## src/rtl/bandai2003_pkg.sv

```systemverilog
// Shared constants, FSM states and error codes for the Bandai 2003 cartridge host.
package bandai2003_pkg;

    localparam logic [7:0]  ADDR_ACK   = 8'h5A;
    localparam logic [7:0]  ADDR_NAK   = 8'hA5;
    localparam logic [7:0]  ADDR_NIH   = 8'hFF;
    localparam logic [7:0]  ADDR_LAO   = 8'hC0;
    localparam logic [7:0]  ADDR_RAMB  = 8'hC1;
    localparam logic [7:0]  ADDR_ROMB0 = 8'hC2;
    localparam logic [7:0]  ADDR_ROMB1 = 8'hC3;
    localparam logic [15:0] SIG_WORD   = 16'h28A0;
    localparam int unsigned RX_BITS    = 18;

    typedef enum logic [3:0] {
        ST_IDLE, ST_CRST, ST_ACK, ST_NAK, ST_RX, ST_CHECK, ST_WR, ST_RD, ST_DONE, ST_ERR
    } state_e;

    typedef enum logic [1:0] {
        ERR_NONE     = 2'd0,
        ERR_FRAME    = 2'd1,
        ERR_SIG      = 2'd2,
        ERR_READBACK = 2'd3
    } err_e;

    function automatic logic [7:0] bank_addr(input logic [1:0] idx);
        case (idx)
            2'd0:    return ADDR_LAO;
            2'd1:    return ADDR_RAMB;
            2'd2:    return ADDR_ROMB0;
            default: return ADDR_ROMB1;
        endcase
    endfunction

endpackage

```

## src/rtl/bandai2003_so_rx.sv

```systemverilog
// Serial-out capture: 18 samples LSB first, word in samples 1..16, start/stop bits must be 0.
module bandai2003_so_rx
    import bandai2003_pkg::*;
(
    input  logic        clk,
    input  logic        rst,
    input  logic        clr,
    input  logic        en,
    input  logic        so_i,
    output logic [15:0] word,
    output logic        frame_ok,
    output logic        last_c
);

    logic [4:0]  cnt_q, cnt_d;
    logic [17:0] sh_q,  sh_d;

    always_comb begin
        cnt_d = cnt_q;
        sh_d  = sh_q;
        if (clr) begin
            cnt_d = 5'd0;
        end else if (en) begin
            sh_d  = {so_i, sh_q[17:1]};
            cnt_d = cnt_q + 5'd1;
        end
    end

    always_ff @(posedge clk) begin
        if (rst) begin
            cnt_q <= 5'd0;
            sh_q  <= 18'd0;
        end else begin
            cnt_q <= cnt_d;
            sh_q  <= sh_d;
        end
    end

    assign last_c   = en && (cnt_q == 5'(RX_BITS - 1));
    assign word     = sh_q[16:1];
    assign frame_ok = !sh_q[0] && !sh_q[17];

endmodule

```

## src/rtl/bandai2003_host.sv

```systemverilog
// Cartridge unlock host: reset, ACK/NAK handshake, signature receive, bank-register writes.
// Optional readback of C0..C3 enabled by BANDAI2003_READBACK_EN.
module bandai2003_host
    import bandai2003_pkg::*;
#(
    parameter int unsigned RST_CYCLES = 4,
    parameter int unsigned WE_CYCLES  = 2
) (
    input  logic       CLK,
    input  logic       RST,
    input  logic       START,
    input  logic [7:0] LAO,
    input  logic [7:0] RAMB,
    input  logic [7:0] ROMB0,
    input  logic [7:0] ROMB1,
    output logic       BUSY,
    output logic       DONE,
    output logic [1:0] ERR,
    output logic       CTRL1_B7,
    output logic       CART_RSTn,
    output logic       CEn,
    output logic       SSn,
    output logic       WEn,
    output logic       OEn,
    output logic [7:0] ADDR,
    output logic [7:0] DQ_O,
    output logic       DQ_OE,
    input  logic [7:0] DQ_I,
    input  logic       SO_I
);

    state_e          state_q, state_d;
    logic [7:0]      cnt_q, cnt_d;
    logic [1:0]      idx_q, idx_d;
    logic [3:0][7:0] bank_q, bank_d;
    err_e            err_q, err_d;
    logic            ctrl_q, ctrl_d;
    logic            busy_q, busy_d, done_q, done_d, cart_rstn_q, cart_rstn_d;
    logic            cen_q, cen_d, ssn_q, ssn_d, wen_q, wen_d, oen_q, oen_d, dqoe_q, dqoe_d;
    logic [7:0]      addr_q, addr_d, dqo_q, dqo_d;
    logic [15:0]     rx_word;
    logic            rx_frame_ok, rx_last_c;

    bandai2003_so_rx u_so_rx (
        .clk      (CLK),
        .rst      (RST),
        .clr      (state_q == ST_NAK),
        .en       (state_q == ST_RX),
        .so_i     (SO_I),
        .word     (rx_word),
        .frame_ok (rx_frame_ok),
        .last_c   (rx_last_c)
    );

`ifndef BANDAI2003_READBACK_EN
    logic unused_dq_i;
    assign unused_dq_i = ^DQ_I;
`endif

    always_comb begin
        state_d     = state_q;
        cnt_d       = cnt_q + 8'd1;
        idx_d       = idx_q;
        bank_d      = bank_q;
        err_d       = err_q;
        ctrl_d      = ctrl_q;
        cart_rstn_d = cart_rstn_q;

        case (state_q)
            ST_IDLE: begin
                if (START) begin
                    bank_d  = {ROMB1, ROMB0, RAMB, LAO};
                    err_d   = ERR_NONE;
                    ctrl_d  = 1'b0;
                    cnt_d   = 8'd0;
                    state_d = ST_CRST;
                end
            end
            ST_CRST: if (cnt_q == 8'(RST_CYCLES - 1)) state_d = ST_ACK;
            ST_ACK: begin
                if (SO_I) begin
                    state_d = ST_NAK;
                end else begin
                    err_d   = ERR_FRAME;
                    state_d = ST_ERR;
                end
            end
            ST_NAK:  state_d = ST_RX;
            ST_RX:   if (rx_last_c) state_d = ST_CHECK;
            ST_CHECK: begin
                if (!rx_frame_ok) begin
                    err_d   = ERR_FRAME;
                    state_d = ST_ERR;
                end else if (rx_word != SIG_WORD) begin
                    err_d   = ERR_SIG;
                    state_d = ST_ERR;
                end else begin
                    ctrl_d  = 1'b1;
                    cnt_d   = 8'd0;
                    idx_d   = 2'd0;
                    state_d = ST_WR;
                end
            end
            ST_WR: begin
                if (cnt_q == 8'(WE_CYCLES + 1)) begin
                    cnt_d = 8'd0;
                    if (idx_q == 2'd3) begin
`ifdef BANDAI2003_READBACK_EN
                        idx_d   = 2'd0;
                        state_d = ST_RD;
`else
                        state_d = ST_DONE;
`endif
                    end else begin
                        idx_d = idx_q + 2'd1;
                    end
                end
            end
`ifdef BANDAI2003_READBACK_EN
            ST_RD: begin
                if (cnt_q == 8'd1) begin
                    cnt_d = 8'd0;
                    if (DQ_I != bank_q[idx_q]) begin
                        err_d   = ERR_READBACK;
                        state_d = ST_ERR;
                    end else if (idx_q == 2'd3) begin
                        state_d = ST_DONE;
                    end else begin
                        idx_d = idx_q + 2'd1;
                    end
                end
            end
`endif
            ST_DONE, ST_ERR: state_d = ST_IDLE;
            default:         state_d = ST_IDLE;
        endcase

        // Outputs are registered from the next state so they line up with it.
        busy_d = !(state_d inside {ST_IDLE, ST_DONE, ST_ERR});
        done_d = (state_d == ST_DONE) || (state_d == ST_ERR);
        if (state_d == ST_CRST)      cart_rstn_d = 1'b0;
        else if (state_q == ST_CRST) cart_rstn_d = 1'b1;

        cen_d  = 1'b1;
        ssn_d  = 1'b1;
        wen_d  = 1'b1;
        oen_d  = 1'b1;
        addr_d = ADDR_NIH;
        dqo_d  = 8'h00;
        dqoe_d = 1'b0;
        case (state_d)
            ST_ACK: begin
                cen_d  = 1'b0;
                addr_d = ADDR_ACK;
            end
            ST_NAK: begin
                cen_d  = 1'b0;
                addr_d = ADDR_NAK;
            end
            ST_RX, ST_CHECK: cen_d = 1'b0;
            ST_WR: begin
                cen_d  = 1'b0;
                ssn_d  = 1'b0;
                dqoe_d = 1'b1;
                addr_d = bank_addr(idx_d);
                dqo_d  = bank_d[idx_d];
                wen_d  = !((cnt_d >= 8'd1) && (cnt_d <= 8'(WE_CYCLES)));
            end
            ST_RD: begin
                cen_d  = 1'b0;
                ssn_d  = 1'b0;
                oen_d  = 1'b0;
                addr_d = bank_addr(idx_d);
            end
            default: ;
        endcase
    end

    always_ff @(posedge CLK) begin
        if (RST) begin
            state_q     <= ST_IDLE;
            cnt_q       <= 8'd0;
            idx_q       <= 2'd0;
            bank_q      <= '0;
            err_q       <= ERR_NONE;
            ctrl_q      <= 1'b0;
            busy_q      <= 1'b0;
            done_q      <= 1'b0;
            cart_rstn_q <= 1'b0;
            cen_q       <= 1'b1;
            ssn_q       <= 1'b1;
            wen_q       <= 1'b1;
            oen_q       <= 1'b1;
            addr_q      <= ADDR_NIH;
            dqo_q       <= 8'h00;
            dqoe_q      <= 1'b0;
        end else begin
            state_q     <= state_d;
            cnt_q       <= cnt_d;
            idx_q       <= idx_d;
            bank_q      <= bank_d;
            err_q       <= err_d;
            ctrl_q      <= ctrl_d;
            busy_q      <= busy_d;
            done_q      <= done_d;
            cart_rstn_q <= cart_rstn_d;
            cen_q       <= cen_d;
            ssn_q       <= ssn_d;
            wen_q       <= wen_d;
            oen_q       <= oen_d;
            addr_q      <= addr_d;
            dqo_q       <= dqo_d;
            dqoe_q      <= dqoe_d;
        end
    end

    assign BUSY      = busy_q;
    assign DONE      = done_q;
    assign ERR       = err_q;
    assign CTRL1_B7  = ctrl_q;
    assign CART_RSTn = cart_rstn_q;
    assign CEn       = cen_q;
    assign SSn       = ssn_q;
    assign WEn       = wen_q;
    assign OEn       = oen_q;
    assign ADDR      = addr_q;
    assign DQ_O      = dqo_q;
    assign DQ_OE     = dqoe_q;

endmodule

```

## config.mk

```make
export PLATFORM = sky130hd
export DESIGN_NAME = bandai2003_host
export DESIGN_NICKNAME = d
export VERILOG_FILES = /design/src/rtl/bandai2003_pkg.sv /design/src/rtl/bandai2003_so_rx.sv /design/src/rtl/bandai2003_host.sv
export SDC_FILE = /design/constraint.sdc
export NUM_CORES = 1
export LEC_CHECK = 0
export ABC_CLOCK_PERIOD_IN_PS = 4200
export CAP_MARGIN = 20
export CORE_MARGIN = 2
export CORE_UTILIZATION = 42
export DETAILED_ROUTE_END_ITERATION = 10
export GPL_ROUTABILITY_DRIVEN = 0
export PLACE_DENSITY = 0.7
export SLEW_MARGIN = 0
export SYNTH_ARGS = -nofsm -noshare
export SYNTH_HDL_FRONTEND = slang
export SYNTH_SLANG_ARGS = --single-unit
```

## constraint.sdc

```tcl
create_clock -name CLK -period 4.2 [get_ports CLK]
set_input_delay 0.84 -clock CLK [delete_from_list [all_inputs] [get_ports CLK]]
set_output_delay 0.84 -clock CLK [all_outputs]
set_load 0.1 [all_outputs]
```

# == After elaboration in Yosys (flattened, before gate mapping) ==
# Cells that the tools add are included.
# totals
reg_bits,96
# classes
reduce_logical,22
bitwise,2
magnitude_cmp,3
muxes,38
add_sub_neg,3
eq_ne,26
# ops
op,n
32-bit two-way mux,2
8-bit one-hot mux with 3 select lines,2
8-bit two-way mux,5
4-bit two-way mux,8
4-bit by 3-bit equality test with 1-bit output (second input constant),7
4-bit one-hot mux with 7 select lines,1
8-bit binary-select mux with 2-bit select,1
4-bit by 2-bit equality test with 1-bit output (second input constant),4
2-bit two-way mux,8
16-bit by 14-bit != test with 1-bit output (second input constant),1
2-bit one-hot mux with 3 select lines,2
8-bit by 1-bit adder with 8-bit output (second input constant),1
4-bit by 1-bit equality test with 1-bit output (second input constant),2
4-bit equality test (second input constant),2
8-bit by 2-bit equality test with 1-bit output (second input constant),1
8-bit by 1-bit greater-or-equal comparator with 1-bit output (second input constant),1
8-bit by 2-bit less-or-equal comparator with 1-bit output (second input constant),1
4-bit logical NOT,2
2-bit != test (second input constant),4
4-bit AND reduction,2
2-bit OR reduction,4
1-bit two-way mux,7
3-bit nonzero test,2
6-bit OR reduction,1
other kinds (16),23

# == Depth between registers and ports, before layout ==
# Gate-level depths: netlist (run 1).
# logic_depth
depth_word,7
ltp_mapped,8

# == Hierarchy ==
# From an unflattened synthesis (run 1), not the netlist that was laid out.
# unflattened
cells_unflattened,478
hier_area_um2,4377.9
# by_module_without_submodules
module,area_per_inst_um2,cells_per_inst,n_inst
bandai2003_host,3338.2,356,1
bandai2003_so_rx,1039.7,122,1

# == Worst setup path after synthesis (run 1) ==
# Ideal clock, no wire load.
# synth_path
path_kind,register to output
startpoint,reg addr_q[4] (netlist: ADDR[4])
endpoint,out ADDR[4]
n_path_buf,1
path_stages_with_launch,2
arrival_time_ps,1356
path_slack_ps,2004
cell_sequence,dfxtp_1 buf_4
# synth_rtl
item,line,rtl
start: declaration,bandai2003_host.sv:40,"logic [7:0] addr_q, addr_d, dqo_q, dqo_d;"
start signal: assignment,bandai2003_host.sv:211,addr_q <= addr_d;
end: declaration,bandai2003_host.sv:25,"output logic [7:0] ADDR,"
# No word-level cell between the ends.

# == Worst setup path after layout (run 1) ==
# layout_path
startpoint,reg cart_rstn_q (netlist: CART_RSTn)
endpoint,out CART_RSTn
# layout_rtl
item,line,rtl
start: declaration,bandai2003_host.sv:38,"logic busy_q, busy_d, done_q, done_d, cart_rstn_q, cart_rstn_d;"
start signal: assignment,bandai2003_host.sv:206,cart_rstn_q <= cart_rstn_d;
end: declaration,bandai2003_host.sv:20,"output logic CART_RSTn,"
# No word-level cell between the ends.

==> flow_metrics.tcl, run 1 <==
set metrics [dict create \
    status "completed" \
    peakVddDrop_uv 190 \
    synth_top_area_share_pct 46.8 \
    numCtsBuffers 9 \
    clkSinkCount 94 \
    synth-edff-count 0 \
    rsz0062_at_grt "no" \
    synth_cell_types 65 \
    cts_resized 0 \
    power_frac_comb_pct 9.9 \
    fmax_mhz 369 \
    clockPowerShare_pct 37.4 \
    synth-seq-area-share_pct 46.8 \
    cpMaxStageDelayCell "clkdlybuf4s50_1" \
    ctsLongestPathBuffers 2 \
    cts_hold_buffers 0 \
    avgSynthCellArea_um2 8.89 \
    met1_usage_pct 22.6 \
    core_area_um2 9280 \
    cts_tree "yes" \
    top_usage_layer "met2" \
    nets 546 \
    yosysWarnings 0 \
    clk-insertion-delay-late_ns 0.35 \
    dpl_cell_area_um2 4630 \
    fin_crit_ns 2.71 \
    synth_area_leaders "dfxtp_1 47%, nand2_1 7.8%, a21oi_1 5.5%" \
    clk_pin_slew_ns 0.08 \
    layout_setup_ws_ns 1.49 \
    cpLargestDelayFamily "buffers and inverters" \
    fp.dieH_um 102 \
    sw_frac_of_total_pct 23.2 \
    synth_nets 500 \
    ant_nets 0 \
    avgRoutedWirePerCell_um 13.9 \
    path_cells "clkdlybuf4s50_1" \
    fp-row-count 35 \
    hold_class "register to register" \
    antenna_cells 0 \
    power_leakage_uw 0.00171 \
    initial_utilization_pct 43.4 \
    crit_fanout 2 \
    hpwlAfterDp_um 6020 \
    required_ns 3.36 \
    post_cts_buffers 0 \
    grt_max_degree 44 \
    p_seq_share_pct 52.7 \
    vias_per_cell 5.16 \
    syn_area_um2 4030 \
    detail_route.first_pass.iterations 4 \
    worstSetupStartpointType "register" \
    grt_pass1_wl_um 14400 \
    grt_pass1_vias 3029 \
    netlist_instances 453 \
    fin_cells 632 \
    drv_slew 0 \
    intPower_uw 1360 \
    fin_tns_setup_ns 0 \
    syn_to_final_growth_pct 20.5 \
    fin_area_um2 4850 \
    cp-end-kind "primary output" \
    grt_use_total_pct 17.6 \
    cpPeakStageDelay_ns 1.15 \
    cts-root-buf "clkbuf_8" \
    n_fill_cell 891 \
    setup_viol_count_final 0 \
    grtUsageMet2_pct 27.5 \
    pre_cts_ws_ns 1.25 \
    power-per-cell-area_nw_per_um2 365 \
    drc_errors 0 \
    met3_usage_pct 6.16 \
    port-buffer-count 62 \
    tightest_slew_ns 1.02 \
    ys_seq_elements 94 \
    drt_iter0_markers 150 \
    vias 3263 \
    synth_top_area_cell "dfxtp_1" \
    finClkSkew_ns 0.00879 \
    finalCritPeriodShare_pct 64.5 \
    grt-ovfl-total 0 \
    async_flop_share_pct 0 \
    maxCapViolations 0 \
    cts_max_level 3 \
    crit_arrival_ns 1.87 \
    io_pins 71 \
    hold_viol 0 \
    switchingPower_uw 411 \
    synthFlopType "dfxtp_1" \
    dieWidth_um 102 \
    path_buf_inv 1 \
    die-area_um2 10400 \
    drt-total-wl_um 8770 \
    grt_antenna_before_repair 0 \
    worstSetupPathType "register to primary output" \
    placed_cells 617 \
    relSlewSlack_pct 31.9 \
    drive_gt1_share_pct 8.75 \
]
==> power by group through the flow <==
stage | clock, uW | combinational, uW | sequential (uW)
floorplan | 0 | 101 | 971
global placement | 0 | 174 | 952
detailed placement | 0 | 177 | 953
CTS | 676 | 177 | 932
global route | 707 | 193 | 935
finish | 662 | 176 | 931
==> final cells by class <==
cell class	instances	area (um^2)	area share (%)
multi-input combinational	323	1930	39.8
timing repair buffer	64	631	13.0
clock buffer	12	155	3.20
sequential	94	1880	38.8
clock inverter	3	67.6	1.39
tap	129	161	3.33
inverter	7	26.3	0.542
==> metrics by stage <==
stage	utilization (%)	power, uW	hold slack, ns
finish	52.3	1770	0.453
global route	52.3	1830	0.473
CTS	52.3	1780	0.458
detailed placement	49.9	1130	0.446
global placement	49.9	1130	0.439
floorplan	-	1070	0.432
==> routing by layer <==
metal	share of wire [%]	routed length, um	vias up
li1	-	-	1659
met1	45	3970	1508
met2	46	4020	81
met3	7.0	611	15
met4	2.0	175	0
met5	0	0	-
==> synth_stat cells, types with 2 or more instances <==
cell type  number
a211oi_1        2
a21o_1          2
a21oi_1        44
a31o_2          4
a31oi_1         4
a32o_1          6
and3_1          2
and4_1          3
buf_2           3
buf_4           7
buf_6           5
clkbuf_1       13
dfxtp_1        94
ha_1            3
inv_1           7
mux2_2          4
mux2i_1        16
nand2_1        84
nand2b_1        3
nand3_1        24
nand3b_1        2
nand4_1         6
nor2_1         42
nor3_1          3
nor4_1          2
nor4b_1         3
o211ai_1        2
o21ai_0        14
o31ai_1         2
or2_1           2
or2_2           2
xnor2_1         5
xor2_1          6
==> sequential cells by signal (all words and copies together), names as in the netlist, 2 cells and up <==
signal         count
u_so_rx.sh_q      18
idx_q              2
ADDR               6
state_q            4
bank_q            32
cnt_q              8
u_so_rx.cnt_q      5
DQ_O               8
ERR                2
==> kinds of logic (layout without fill, tap and decap cells) <==
group	after synthesis	count (layout)	synth area share (%)
other	1	1	0.0932
DFF	94	94	46.8
adders and majority gates	3	3	0.933
and+or+nand+nor	196	196	24.8
xor gates and xnor gates	11	11	2.39
muxes	22	22	5.75
AOI/OAI and AO/OA	90	90	14.0
buffers and inverters	36	86	5.32
==> cells in the final DEF, fill, tap and decap left out, types with 3 or more instances in the layout <==
cell type        netlist  layout
xor2_1                 6       6
dfxtp_1               94      94
and4_1                 3       3
nor3_1                 3       3
a31o_2                 4       4
nor2_1                42      42
clkdlybuf4s50_1        0      61
clkbuf_8               0      11
mux2i_1               16      16
ha_1                   3       3
inv_1                  7       7
mux2_2                 4       4
o21ai_0               14      14
xnor2_1                5       5
nand3_1               24      24
a21oi_1               44      44
a32o_1                 6       6
nor4b_1                3       3
nand2b_1               3       3
a31oi_1                4       4
nand4_1                6       6
nand2_1               84      84
==> final timing paths <==
kind | slack [ns] | depth (start not counted) | start | to
setup / recovery | 1.49 | 1 | CART_RSTn$_SDFFE_PP0P_ | CART_RSTn
hold / removal | 0.45 | 2 | bank_q[25]$_SDFF_PP0_ | bank_q[25]$_SDFF_PP0_
setup reg to reg | 1.51 | 6 | cnt_q[0]$_SDFF_PP0_ | DQ_O[0]$_SDFF_PP0_
hold reg to reg | 0.45 | 2 | bank_q[25]$_SDFF_PP0_ | bank_q[25]$_SDFF_PP0_
==> worst reg2reg max path: stages, from the launching register on <==
cell and delay (ns):
dfxtp_1 0.41, ha_1 0.30, nor4b_4 0.56, a31oi_1 0.29
nor2_4 0.39, mux2_2 0.42, a32o_1 0.21
No activity file was read; power rests on OpenSTA's default activity.
==> run 2: changes to the inputs <==
Settings changed: ABC_CLOCK_PERIOD_IN_PS 4200 to 2600.
Clock period 4.2 ns to 2.6 ns, I/O delays scaled along.
==> run 2 against run 1 <==
Effect of this change:
- sequential power grew 62%
- clock-buffer cell count shrank 2
- combinational power grew 65%
- via count grew 0.21%
- highest routed layer unchanged
- first-iteration DRC count grew 36%
- clock power grew 42%
- critical path type is now register to register
- cell count grew 1.6%
- critical path depth grew 5
==> flow_metrics.tcl, run 2 (synthesized netlist as in run 1, its figures left out) <==
set metrics [dict create \
    status "completed" \
    hpwlAfterDp_um 6220 \
    worstSetupStartpointType "register" \
    cts_tree "yes" \
    fin_cells 642 \
    port-buffer-count 62 \
    layout_common_cells "94 x dfxtp_1, 84 x nand2_1, 44 x a21oi_1" \
    finClkSkew_ns 0.0120 \
    hold_viol 0 \
    placed_cells 626 \
    crit_fanout 9 \
    fmax_mhz 446 \
    clk-insertion-delay-late_ns 0.36 \
    cpPeakStageDelay_ns 0.41 \
    tightest_slew_ns 0.693 \
    clk_pin_slew_ns 0.09 \
    drc_errors 0 \
    fin_crit_ns 2.24 \
    fp-row-count 35 \
    required_ns 2.85 \
    peakVddDrop_uv 260 \
    cts_resized 0 \
    syn_to_final_growth_pct 19.7 \
    clkSinkCount 94 \
    worstSetupPathType "register to register" \
    final_common_cell "dfxtp_1" \
    hold_class "register to register" \
    detail_route.first_pass.iterations 5 \
    die-area_um2 10400 \
    power-per-cell-area_nw_per_um2 569 \
    vias_per_cell 5.09 \
    io_pins 71 \
    initial_utilization_pct 43.4 \
    largestRegisters "bank_q x32, u_so_rx.sh_q x18" \
    cpLargestDelayFamily "simple AND/OR/NAND/NOR gates" \
    fp.dieH_um 102 \
    numCtsBuffers 9 \
    path_buf_inv 0 \
    ant_nets 0 \
    antenna_cells 0 \
    finalCritPeriodShare_pct 86.3 \
    core_area_um2 9280 \
    grt-ovfl-total 0 \
    cp-end-kind "register" \
    dieWidth_um 102 \
    ctsLongestPathBuffers 2 \
    vias 3270 \
    grt_antenna_before_repair 0 \
    largest_reg_flops 32 \
    drt_iter0_markers 204 \
    power_leakage_uw 0.00177 \
    cts-root-buf "clkbuf_8" \
    cts_hold_buffers 0 \
    drive_gt1_share_pct 15.8 \
    path_cells "ha_1, nor4b_4, a31oi_1, nor2_4, mux2_2, a32o_1" \
    grt_max_degree 29 \
    rsz0062_at_grt "no" \
    regMostFlops "bank_q" \
    drt-total-wl_um 8780 \
    drv_slew 0 \
    cpMaxStageDelayCell "dfxtp_1" \
    post_cts_buffers 0 \
    avgRoutedWirePerCell_um 13.7 \
    grt_use_total_pct 17.8 \
    grt_pass1_wl_um 14300 \
    n_fill_cell 893 \
    maxCapViolations 0 \
    fin_tns_setup_ns 0 \
    cts_max_level 3 \
    crit_arrival_ns 2.50 \
    nets 555 \
    relSlewSlack_pct 53.4 \
    grt_pass1_vias 3055 \
    setup_viol_count_final 0 \
]
==> run 2: cell count changes in the layout (fill, tap and decap cells not counted), sizes merged <==
cell,previous run,this run
buf,3,39
clkdlybuf4s50,61,34
clkinv,0,3
clkbuf,12,10
bufinv,2,1
inv,7,8
==> run 2: worst paths after layout <==
path	start	endpoint	slack [ns]	depth (start not counted)
worst max-delay path	cnt_q[0]$_SDFF_PP0_	DQ_O[0]$_SDFF_PP0_	0.36	6
worst max register to register	cnt_q[0]$_SDFF_PP0_	DQ_O[0]$_SDFF_PP0_	0.36	6
worst min register to register	bank_q[25]$_SDFF_PP0_	bank_q[25]$_SDFF_PP0_	0.45	2
worst min-delay path	bank_q[25]$_SDFF_PP0_	bank_q[25]$_SDFF_PP0_	0.45	2
==> run 2: area by class of cell <==
type                    count  area (um^2)  area share [%]
inverters                   7         26.3           0.545
clock buffers              10          128            2.65
repair buffers             73          631            13.1
multi-input cells         323         1930            40.0
clock inverters             6         61.3            1.27
well taps                 129          161            3.35
flip-flops and latches     94         1880            39.1
==> run 2: through the flow <==
| step | hold slack (ns) | power [uW] | util (%) | worst slack, ns | instance area [um^2] |
|---|---|---|---|---|---|
| floorplan | 0.432 | 1730 | - | 0.639 | 4030 |
| global placement | 0.440 | 1820 | 49.9 | 0.187 | 4630 |
| detailed placement | 0.445 | 1830 | 49.9 | 0.180 | 4630 |
| CTS | 0.458 | 2760 | 51.9 | 0.378 | 4820 |
| global route | 0.477 | 2850 | 51.9 | 0.234 | 4820 |
| finish | 0.455 | 2740 | 51.9 | 0.356 | 4820 |
==> run 2: worst register-to-register path: cells and delay by family (launching register included) <==
family	cells	cell delay [ns]
mux	1	0.40
compound gates	2	0.44
fa+ha+maj	1	0.30
simple gates	2	0.60
flops	1	0.41
==> run 2: where the power goes <==
group          switching (uW)  leakage [uW]  total (uW)  internal, uW
Clock                     500     0.0000964         943           443
Sequential               23.0      0.000764        1510          1480
Combinational             165      0.000909         291           126
Total                     688       0.00177        2740          2050
==> run 2: layer usage <==
metal / GRT usage (%) / vias up / share of wire [%]
li1: - / 1674 / -
met1: 22.8 / 1499 / 47
met2: 28.3 / 85 / 45
met3: 6.09 / 12 / 6.0
met4: 5.54 / 0 / 1.5
met5: 0 / - / 0
